<file path="config.mk">
export PLATFORM = sky130hd
export DESIGN_NAME = csr_file_flat
export DESIGN_NICKNAME = d
export VERILOG_FILES = /design/src/rtl/csr_file_if.sv /design/src/rtl/csr_file.sv /design/src/flat_wrapper.sv
export SDC_FILE = /design/constraint.sdc
export NUM_CORES = 1
export LEC_CHECK = 0
export CORE_ASPECT_RATIO = 0.6
export CORE_UTILIZATION = 26
export DETAILED_ROUTE_END_ITERATION = 12
export HOLD_SLACK_MARGIN = 0.1
export PLACE_DENSITY = 0.55
export SYNTH_ARGS = -nofsm -noshare
export SYNTH_HDL_FRONTEND = slang
export SYNTH_SLANG_ARGS = --single-unit
</file>
<file path="constraint.sdc">
create_clock -name clk -period 2.2 [get_ports clk]
set_input_delay 0.22 -clock clk [delete_from_list [all_inputs] [get_ports clk]]
set_output_delay 0.22 -clock clk [all_outputs]
set_load 0.02 [all_outputs]
</file>
<file path="src/rtl/csr_file_if.sv">
// rtl/csr_file_if.sv - CSR access bus between the execute stage and the CSR file
interface csr_file_if;
    logic        csr_en;
    logic        stall;
    logic [2:0]  csr_funct3;
    logic [11:0] csr_addr;
    logic [4:0]  csr_rs1_idx;
    logic [31:0] csr_rs1_data;
    logic        retire;
    logic [31:0] csr_rdata;
    logic        csr_illegal;
    logic [31:0] tohost;
    logic        test_done;

    modport master (
        output csr_en, stall, csr_funct3, csr_addr, csr_rs1_idx, csr_rs1_data, retire,
        input  csr_rdata, csr_illegal, tohost, test_done
    );

    modport slave (
        input  csr_en, stall, csr_funct3, csr_addr, csr_rs1_idx, csr_rs1_data, retire,
        output csr_rdata, csr_illegal, tohost, test_done
    );
endinterface

</file>
<file path="src/rtl/csr_file.sv">
// rtl/csr_file.sv - machine-mode Zicsr CSR file with tohost, cycle/time and instret
module csr_file #(
    parameter logic [31:0] RESET_TOHOST = 32'h0000_0000
) (
    input logic       clk,
    input logic       rst,
    csr_file_if.slave bus
);
    localparam logic [11:0] ADDR_TOHOST    = 12'h51E;
    localparam logic [11:0] ADDR_CYCLE     = 12'hC00;
    localparam logic [11:0] ADDR_TIME      = 12'hC01;
    localparam logic [11:0] ADDR_INSTRET   = 12'hC02;
    localparam logic [11:0] ADDR_CYCLEH    = 12'hC80;
    localparam logic [11:0] ADDR_TIMEH     = 12'hC81;
    localparam logic [11:0] ADDR_INSTRETH  = 12'hC82;

    logic [31:0] r_tohost;
    logic        r_test_done;
    logic [63:0] r_cycle;
    logic [63:0] r_instret;

    logic [31:0] w_old;
    logic [31:0] w_src;
    logic [31:0] w_new;
    logic        w_known;
    logic        w_ro;
    logic        w_bad_funct3;
    logic        w_attempt;
    logic        w_illegal;
    logic        w_commit;

    // time has no separate timer here; it simply aliases cycle
    always_comb begin
        w_old   = 32'h0;
        w_known = 1'b1;
        w_ro    = 1'b1;
        case (bus.csr_addr)
            ADDR_TOHOST: begin
                w_old = r_tohost;
                w_ro  = 1'b0;
            end
            ADDR_CYCLE, ADDR_TIME:   w_old = r_cycle[31:0];
            ADDR_CYCLEH, ADDR_TIMEH: w_old = r_cycle[63:32];
            ADDR_INSTRET:            w_old = r_instret[31:0];
            ADDR_INSTRETH:           w_old = r_instret[63:32];
            default:                 w_known = 1'b0;
        endcase
    end

    assign w_bad_funct3 = (bus.csr_funct3[1:0] == 2'b00);
    assign w_src        = bus.csr_funct3[2] ? {27'b0, bus.csr_rs1_idx} : bus.csr_rs1_data;
    // set/clear with x0 or zimm=0 is a pure read, which keeps rdcycle legal on RO counters
    assign w_attempt    = (bus.csr_funct3[1:0] == 2'b01) || (bus.csr_rs1_idx != 5'd0);
    assign w_illegal    = bus.csr_en && (!w_known || w_bad_funct3 || (w_attempt && w_ro));
    assign w_commit     = bus.csr_en && !bus.stall && w_attempt && !w_illegal;

    always_comb begin
        w_new = w_src;
        case (bus.csr_funct3[1:0])
            2'b10:   w_new = w_old | w_src;
            2'b11:   w_new = w_old & ~w_src;
            default: w_new = w_src;
        endcase
    end

    always_ff @(posedge clk) begin
        if (rst) begin
            r_tohost    <= RESET_TOHOST;
            r_test_done <= RESET_TOHOST[0];
            r_cycle     <= 64'h0;
            r_instret   <= 64'h0;
        end else begin
            r_cycle <= r_cycle + 64'd1;
            if (bus.retire && !bus.stall) begin
                r_instret <= r_instret + 64'd1;
            end
            if (w_commit) begin
                r_tohost    <= w_new;
                r_test_done <= w_new[0];
            end
        end
    end

    assign bus.csr_rdata   = (bus.csr_en && !w_illegal) ? w_old : 32'h0;
    assign bus.csr_illegal = w_illegal;
    assign bus.tohost      = r_tohost;
    assign bus.test_done   = r_test_done;
endmodule
</file>
<file path="src/flat_wrapper.sv">
// flat-port wrapper written by rule: the top's interface ports become plain ports
module csr_file_flat 
#(
    parameter logic [31:0] RESET_TOHOST = 32'h0000_0000
)
  (clk, rst, bus_csr_en, bus_stall, bus_csr_funct3, bus_csr_addr, bus_csr_rs1_idx, bus_csr_rs1_data, bus_retire, bus_csr_rdata, bus_csr_illegal, bus_tohost, bus_test_done);
  csr_file_if bus_i ();
  input logic clk;
  input logic rst;
  input wire logic [$bits(bus_i.csr_en)-1:0] bus_csr_en;
  input wire logic [$bits(bus_i.stall)-1:0] bus_stall;
  input wire logic [$bits(bus_i.csr_funct3)-1:0] bus_csr_funct3;
  input wire logic [$bits(bus_i.csr_addr)-1:0] bus_csr_addr;
  input wire logic [$bits(bus_i.csr_rs1_idx)-1:0] bus_csr_rs1_idx;
  input wire logic [$bits(bus_i.csr_rs1_data)-1:0] bus_csr_rs1_data;
  input wire logic [$bits(bus_i.retire)-1:0] bus_retire;
  output wire logic [$bits(bus_i.csr_rdata)-1:0] bus_csr_rdata;
  output wire logic [$bits(bus_i.csr_illegal)-1:0] bus_csr_illegal;
  output wire logic [$bits(bus_i.tohost)-1:0] bus_tohost;
  output wire logic [$bits(bus_i.test_done)-1:0] bus_test_done;
  assign bus_i.csr_en = bus_csr_en;
  assign bus_i.stall = bus_stall;
  assign bus_i.csr_funct3 = bus_csr_funct3;
  assign bus_i.csr_addr = bus_csr_addr;
  assign bus_i.csr_rs1_idx = bus_csr_rs1_idx;
  assign bus_i.csr_rs1_data = bus_csr_rs1_data;
  assign bus_i.retire = bus_retire;
  assign bus_csr_rdata = bus_i.csr_rdata;
  assign bus_csr_illegal = bus_i.csr_illegal;
  assign bus_tohost = bus_i.tohost;
  assign bus_test_done = bus_i.test_done;
  csr_file #(.RESET_TOHOST(RESET_TOHOST)) u_core (.clk(clk), .rst(rst), .bus(bus_i));
endmodule
</file>
==> flow_summary.json, run 1 <==
{
  "hp-class": "in -> reg",
  "vdd_drop_max_mv": 0.4901,
  "cp_max_fo": 11,
  "die_area_um2": 36170,
  "drtPass1Iterations": 5,
  "synthFlopType": "dfxtp_1",
  "fin_skew_ns": 0.009584,
  "gp_congestion": 0.9579,
  "chipHeight_um": 147.7,
  "rsz0062_at_grt": "true",
  "critPathArrivalTime_ns": 1.94,
  "drive_gt1_share_pct": 25.04,
  "cap_violations": 0,
  "required_ns": 1.98,
  "start_util_pct": 26.84,
  "leakage_nw": 4.711,
  "seq_area_frac_synth_pct": 34.81,
  "timing.slew.headroom_pct": 65.17,
  "status": "finished, final reports clean",
  "fmax_mhz": 462.5,
  "synth_top_cell_area_share_pct": 34.81,
  "slew_viol_final": 0,
  "setup_viol": 0,
  "path_clk_slew_ns": 0.06,
  "cts_root_buf": "clkbuf_16",
  "path_class": "in -> out",
  "syn_area_um2": 9201,
  "synthArstFlopShare_pct": 0,
  "coreArea_um2": 34290,
  "cts.sinks": 160,
  "holdWs_ns": 0.2044,
  "start_kind": "input pin",
  "finalCritPeriodShare_pct": 98.29,
  "grt_max_degree": 47,
  "hold_violations": 0,
  "cts_tree": "built",
  "post-route-util_pct": 39.22,
  "hold-path-endpoint": "u_core.r_instret[14]",
  "synth_top_cell_by_area": "dfxtp_1",
  "period_needed_ns": 2.162,
  "wl_per_cell_um": 21.35,
  "synth_edf_count": 0,
  "avgSynthCellArea_um2": 8.022,
  "vias_per_cell": 5.564,
  "first_iter_violations": 1245,
  "die_w_um": 244.9,
  "yosys-top-cells-count": "160 x dfxtp_1, 151 x nor2_1, 67 x a21oi_1",
  "syn-num-nets": 1206,
  "track_usage_pct": 21.93,
  "route.detailed.drc": 0,
  "r2r_end": "u_core.r_instret[63]",
  "synth.distinct_cells": 51,
  "io_pins": 123,
  "synth_seq_cells": 160,
  "timing.rr.start": "u_core.r_instret[9]",
  "num_rows": 52,
  "worstHoldStart": "rst",
  "grt_pass1_wl_mm": 59.62,
  "hold_buffers": 0,
  "hold_depth": 2,
  "place.detailed.hpwl_mm": 29.37,
  "clk_path_buf_depth": 2,
  "finalNetCount": 1459,
  "endpoint_kind": "primary output",
  "rr_worst_depth": 8,
  "insertion_delay_ns": 0.45,
  "area_growth_pct": 46.14,
  "synth_cells": 1147,
  "cts_inserted_buffers": 17,
  "grt_antenna_before_repair": 0,
  "finalInstanceArea_um2": 13450,
  "drt_wl_total_mm": 39.91,
  "placed_area_um2": 12170,
  "vias": 10400,
  "htreeDepth": 4,
  "yosys_warnings": 0,
  "io_buffers": 122,
  "p_per_area_nw_per_um2": 492.1,
  "diodes": 0,
  "synth.area.top_cells": "dfxtp_1 35%, nor2_1 6.2%, mux2i_1 5.4%",
  "yosysMostFrequentCell": "dfxtp_1",
  "grt-ovfl-total": 0,
  "rrSetupSlack_ns": 0.08,
  "worstMarginPinSlew_ns": 0.5212,
  "fin_setup_tns_ns": 0,
  "grt_pass1_vias": 9566,
  "ant_nets": 0
}
## layout by cell type (no fill, tap or decap), types with 9 or more instances in the layout
master             n
mux2i_1           48
a21oi_1           65
nor3_1            26
nand2_1           62
o221ai_2           9
clkbuf_16         17
buf_12            21
buf_4            173
dfxtp_2           13
and4_1            12
and2_1            15
o31ai_1           28
xor2_1            43
inv_1             22
buf_2             13
o221ai_1          10
a22oi_1            9
a22o_1            10
o21ai_0           38
a311oi_1          27
nor2_1           144
dfxtp_1          147
nand4_1           62
buf_6             17
or4_1             29
xnor2_1           16
o2bb2ai_1          9
and3_1            18
clkdlybuf4s50_1   71
nand3_1           56
or3_1             37
## layer usage
metal  routed length [um]  vias to the layer above  global-route usage [%]
met5                    0                        -                       0
met4                  591                        0                   5.688
met3                 4369                       44                   5.955
met2                15830                      532                   30.06
met1                19120                     5009                   33.01
li1                     -                     4815                       -
## critical path, cell delays in order
cell and delay (ns):
clkdlybuf4s15_1 0.23, nor4b_4 0.32, nand4_1 0.15, buf_6 0.16, bufbuf_16 0.29, o32a_1 0.22, a21oi_4 0.21, buf_6 0.14
## final cells by class
type / count / area, um^2
clock buffers: 23 / 488.0
clock inverters: 6 / 130.1
fillers: 3415 / 20840
inverters: 22 / 82.58
multi-input cells: 885 / 6036
flip-flops and latches: 160 / 3219
well taps: 459 / 574.3
repair buffers: 314 / 2917
## sequential cells by signal (all words and copies together), names as in the netlist
signal             cells
u_core.r_cycle        64
u_core.r_instret      64
u_core.bus.tohost     32
## worst max path at each step
| stage | startpoint | end | slack [ns] |
|---|---|---|---|
| floorplan | u_core.r_instret[0] | u_core.r_instret[54] | 0.22 |
| global placement | bus_csr_addr[4] | bus_csr_rdata[28] | -0.85 |
| detailed placement | bus_csr_addr[4] | bus_csr_rdata[31] | -0.86 |
| CTS | bus_csr_addr[2] | bus_csr_rdata[12] | 0.002 |
| global route | u_core.r_instret[9] | u_core.r_instret[54] | -0.02 |
| finish | bus_csr_addr[2] | bus_csr_rdata[31] | 0.04 |
## cell families (layout without fill, tap and decap cells)
| kind of cell | after synthesis | count (layout) | share of synthesized area, % |
|---|---|---|---|
| compound gates | 244 | 244 | 18.06 |
| xor+xnor | 59 | 59 | 5.616 |
| flops | 160 | 160 | 34.81 |
| buf+inv | 102 | 365 | 4.487 |
| fa+ha+maj | 2 | 2 | 0.2719 |
| simple gates | 529 | 529 | 31.19 |
| mux | 51 | 51 | 5.562 |
## report_power, final
| part | leakage, nW | total, mW | switching (mW) | internal, mW |
|---|---|---|---|---|
| clock | 0.305 | 3.25 | 1.25 | 2.00 |
| combinational | 3.11 | 0.453 | 0.246 | 0.207 |
| sequential | 1.30 | 2.91 | 0.00673 | 2.90 |
| total | 4.71 | 6.62 | 1.51 | 5.11 |
## timing repair
action                     4_1_cts  5_1_grt
buffers inserted                10       13
gates resized for setup        230       69
setup endpoints to repair       33       73
pin swaps                       13       20
cloned                           3        0
## stage by stage
stage	total power, mW	setup WS [ns]	std cells
final	6.617	0.03762	1869
after global routing	6.829	-0.02136	1869
after CTS	6.638	0.001833	1857
after detailed placement	3.409	-0.8607	1815
after global placement	3.405	-0.8523	1815
after floorplan	3.145	0.2226	1147
Note: power is estimated with default switching activity, not from simulation.
==> run 2: changes to the inputs <==
--- a/config.mk
+++ b/config.mk
@@ -10,6 +10,7 @@
 export DETAILED_ROUTE_END_ITERATION = 12
 export HOLD_SLACK_MARGIN = 0.1
 export PLACE_DENSITY = 0.55
+export SLEW_MARGIN = 20
 export SYNTH_ARGS = -nofsm -noshare
 export SYNTH_HDL_FRONTEND = slang
 export SYNTH_SLANG_ARGS = --single-unit
==> results of run 2 <==
The final DEF is identical to that of run 1; final timing and power are the same.
==> run 3: changes to the inputs <==
--- a/config.mk
+++ b/config.mk
@@ -9,7 +9,7 @@
 export CORE_UTILIZATION = 26
 export DETAILED_ROUTE_END_ITERATION = 12
 export HOLD_SLACK_MARGIN = 0.1
-export PLACE_DENSITY = 0.55
+export PLACE_DENSITY = 0.56
 export SLEW_MARGIN = 20
 export SYNTH_ARGS = -nofsm -noshare
 export SYNTH_HDL_FRONTEND = slang
==> constraint.sdc (replaced) <==
create_clock -name clk -period 1.95 [get_ports clk]
set_input_delay 0.195 -clock clk [delete_from_list [all_inputs] [get_ports clk]]
set_output_delay 0.195 -clock clk [all_outputs]
set_load 0.02 [all_outputs]
==> flow_summary.json, run 3 (synthesis results as in run 1) <==
{
  "fill_cells": 3203,
  "required_ns": 1.75,
  "ant_nets": 0,
  "worstHoldStart": "rst",
  "vdd_drop_max_mv": 0.6294,
  "finalCritPeriodShare_pct": 112.3,
  "leakage_nw": 5.706,
  "timing.rr.start": "u_core.r_instret[1]",
  "chipHeight_um": 147.7,
  "die_area_um2": 36170,
  "cp_slowest_cell": "clkdlybuf4s50_1",
  "setup_viol": 61,
  "finalNetCount": 1595,
  "die_w_um": 244.9,
  "rr_worst_depth": 8,
  "gp_congestion": 0.9367,
  "grt_pass1_wl_mm": 63.90,
  "drtPass1Iterations": 5,
  "vias": 11150,
  "path_class": "in -> out",
  "io_buffers": 122,
  "cts_tree": "built",
  "multi_input_area_um2": 6853,
  "violations": "negative setup slack",
  "hold-path-endpoint": "u_core.r_cycle[15]",
  "status": "finished, violations left",
  "total_power_mw": 7.554,
  "path_clk_slew_ns": 0.07,
  "grt-ovfl-total": 0,
  "cpLargestDelayFamily": "buffers and inverters",
  "io_pins": 123,
  "start_util_pct": 26.84,
  "slew_viol_final": 0,
  "period_needed_ns": 2.190,
  "mostFrequentLayoutCell": "buf_4",
  "rrSetupSlack_ns": -0.17,
  "grt_pass1_vias": 10160,
  "area_growth_pct": 70.98,
  "insertion_delay_ns": 0.45,
  "slowest_delay_ns": 0.55,
  "grt_antenna_before_repair": 0,
  "place.detailed.hpwl_mm": 29.91,
  "crit_chain": "clkdlybuf4s50_1 > nand2b_1 > nand3_1 > nor2_4 > o21bai_4 > buf_12 > buf_12 > buf_6 > nor2b_4 > buf_6",
  "first_iter_violations": 1301,
  "drt_wl_total_mm": 44.28,
  "crit_buf_inv": 5,
  "rsz0062_at_grt": "true",
  "final_cell_mix": "254 x buf_4, 130 x nor2_1, 114 x dfxtp_1",
  "fin_skew_ns": 0.01215,
  "clk_path_buf_depth": 2,
  "endpoint_kind": "primary output",
  "drive_gt1_share_pct": 41.96,
  "critPathArrivalTime_ns": 1.99,
  "hold_violations": 0,
  "diodes": 0,
  "timing.slew.headroom_pct": 69.19,
  "p_per_area_nw_per_um2": 480.1,
  "post-route-util_pct": 45.88,
  "start_kind": "input pin",
  "htreeDepth": 4,
  "finalWorstSetupSlack_ns": -0.2399,
  "cap_violations": 0,
  "worstMarginPinSlew_ns": 0.4493,
  "num_rows": 52,
  "cts_inserted_buffers": 17,
  "ff_latch_area_um2": 3273,
  "hold_buffers": 0,
  "grt_max_degree": 63,
  "wl_per_cell_um": 22.05,
  "hold_depth": 2,
  "hp-class": "in -> reg",
  "finalInstanceArea_um2": 15730,
  "coreArea_um2": 34290,
  "fmax_mhz": 456.6,
  "cts_root_buf": "clkbuf_16",
  "cp_max_fo": 7,
  "vias_per_cell": 5.553,
  "track_usage_pct": 23.72,
  "route.detailed.drc": 0,
  "cts.sinks": 160,
  "placed_area_um2": 12840,
  "r2r_end": "u_core.r_instret[60]"
}
-- run 3: power by group --
group	internal, mW	switching [mW]	total [mW]
Combinational	0.251	0.294	0.545
Clock	2.21	1.52	3.73
Sequential	3.27	0.00809	3.28
-- run 3: per-layer routing --
metal,wire (um),GRT usage (%),vias up
met5,0,0,-
met3,4572,6.064,63
met1,20900,35.59,5432
met2,17890,32.95,567
met4,912,6.125,0
li1,-,-,5088
-- run 3: how the worst max path moves through the flow --
| stage | to | slack, ns | cells past startpoint | from |
|---|---|---|---|---|
| after floorplan | u_core.r_instret[58] | 0.01 | 7 | u_core.r_instret[0] |
| after global placement | bus_csr_rdata[28] | -1.20 | 10 | bus_csr_addr[4] |
| after detailed placement | bus_csr_rdata[28] | -1.19 | 10 | bus_csr_addr[4] |
| after CTS | bus_csr_rdata[2] | -0.23 | 11 | bus_csr_addr[4] |
| after global routing | bus_csr_rdata[11] | -0.31 | 11 | bus_csr_addr[8] |
| final | bus_csr_rdata[18] | -0.24 | 10 | bus_csr_funct3[1] |
-- run 3: layout make-up --
type	count	area share, %
Sequential cell	160	20.80
Multi-Input combinational cell	885	43.56
Clock inverter	10	1.010
Tap cell	459	3.650
Clock buffer	22	2.951
Inverter	22	0.5249
Timing Repair Buffer	450	27.50
-- run 3: worst register-to-register path, cell delays in order (launching register included) --
cell and delay (ns):
dfxtp_4 0.37, ha_4 0.13, nand3b_1 0.20, nor3_2 0.28
buf_4 0.17, nand4_1 0.21, buf_6 0.22, or3_1 0.34
a21oi_1 0.12
-- run 3: through the flow --
stage	hold WS, ns	setup TNS [ns]	std cells	worst slack [ns]
after floorplan	0.3686	0	1147	0.01419
after global placement	0.4666	-60.96	1902	-1.198
after detailed placement	0.4772	-61.14	1902	-1.191
after CTS	0.1290	-5.604	1989	-0.2282
after global routing	0.1436	-10.14	2008	-0.3063
final	0.1352	-6.174	2008	-0.2399
-- run 3: what timing repair did --
item,in CTS,in global routing
resized for setup,423,199
setup buffers,47,25
gates cloned,11,4
endpoints found under the setup margin,103,133
pin swaps,72,85
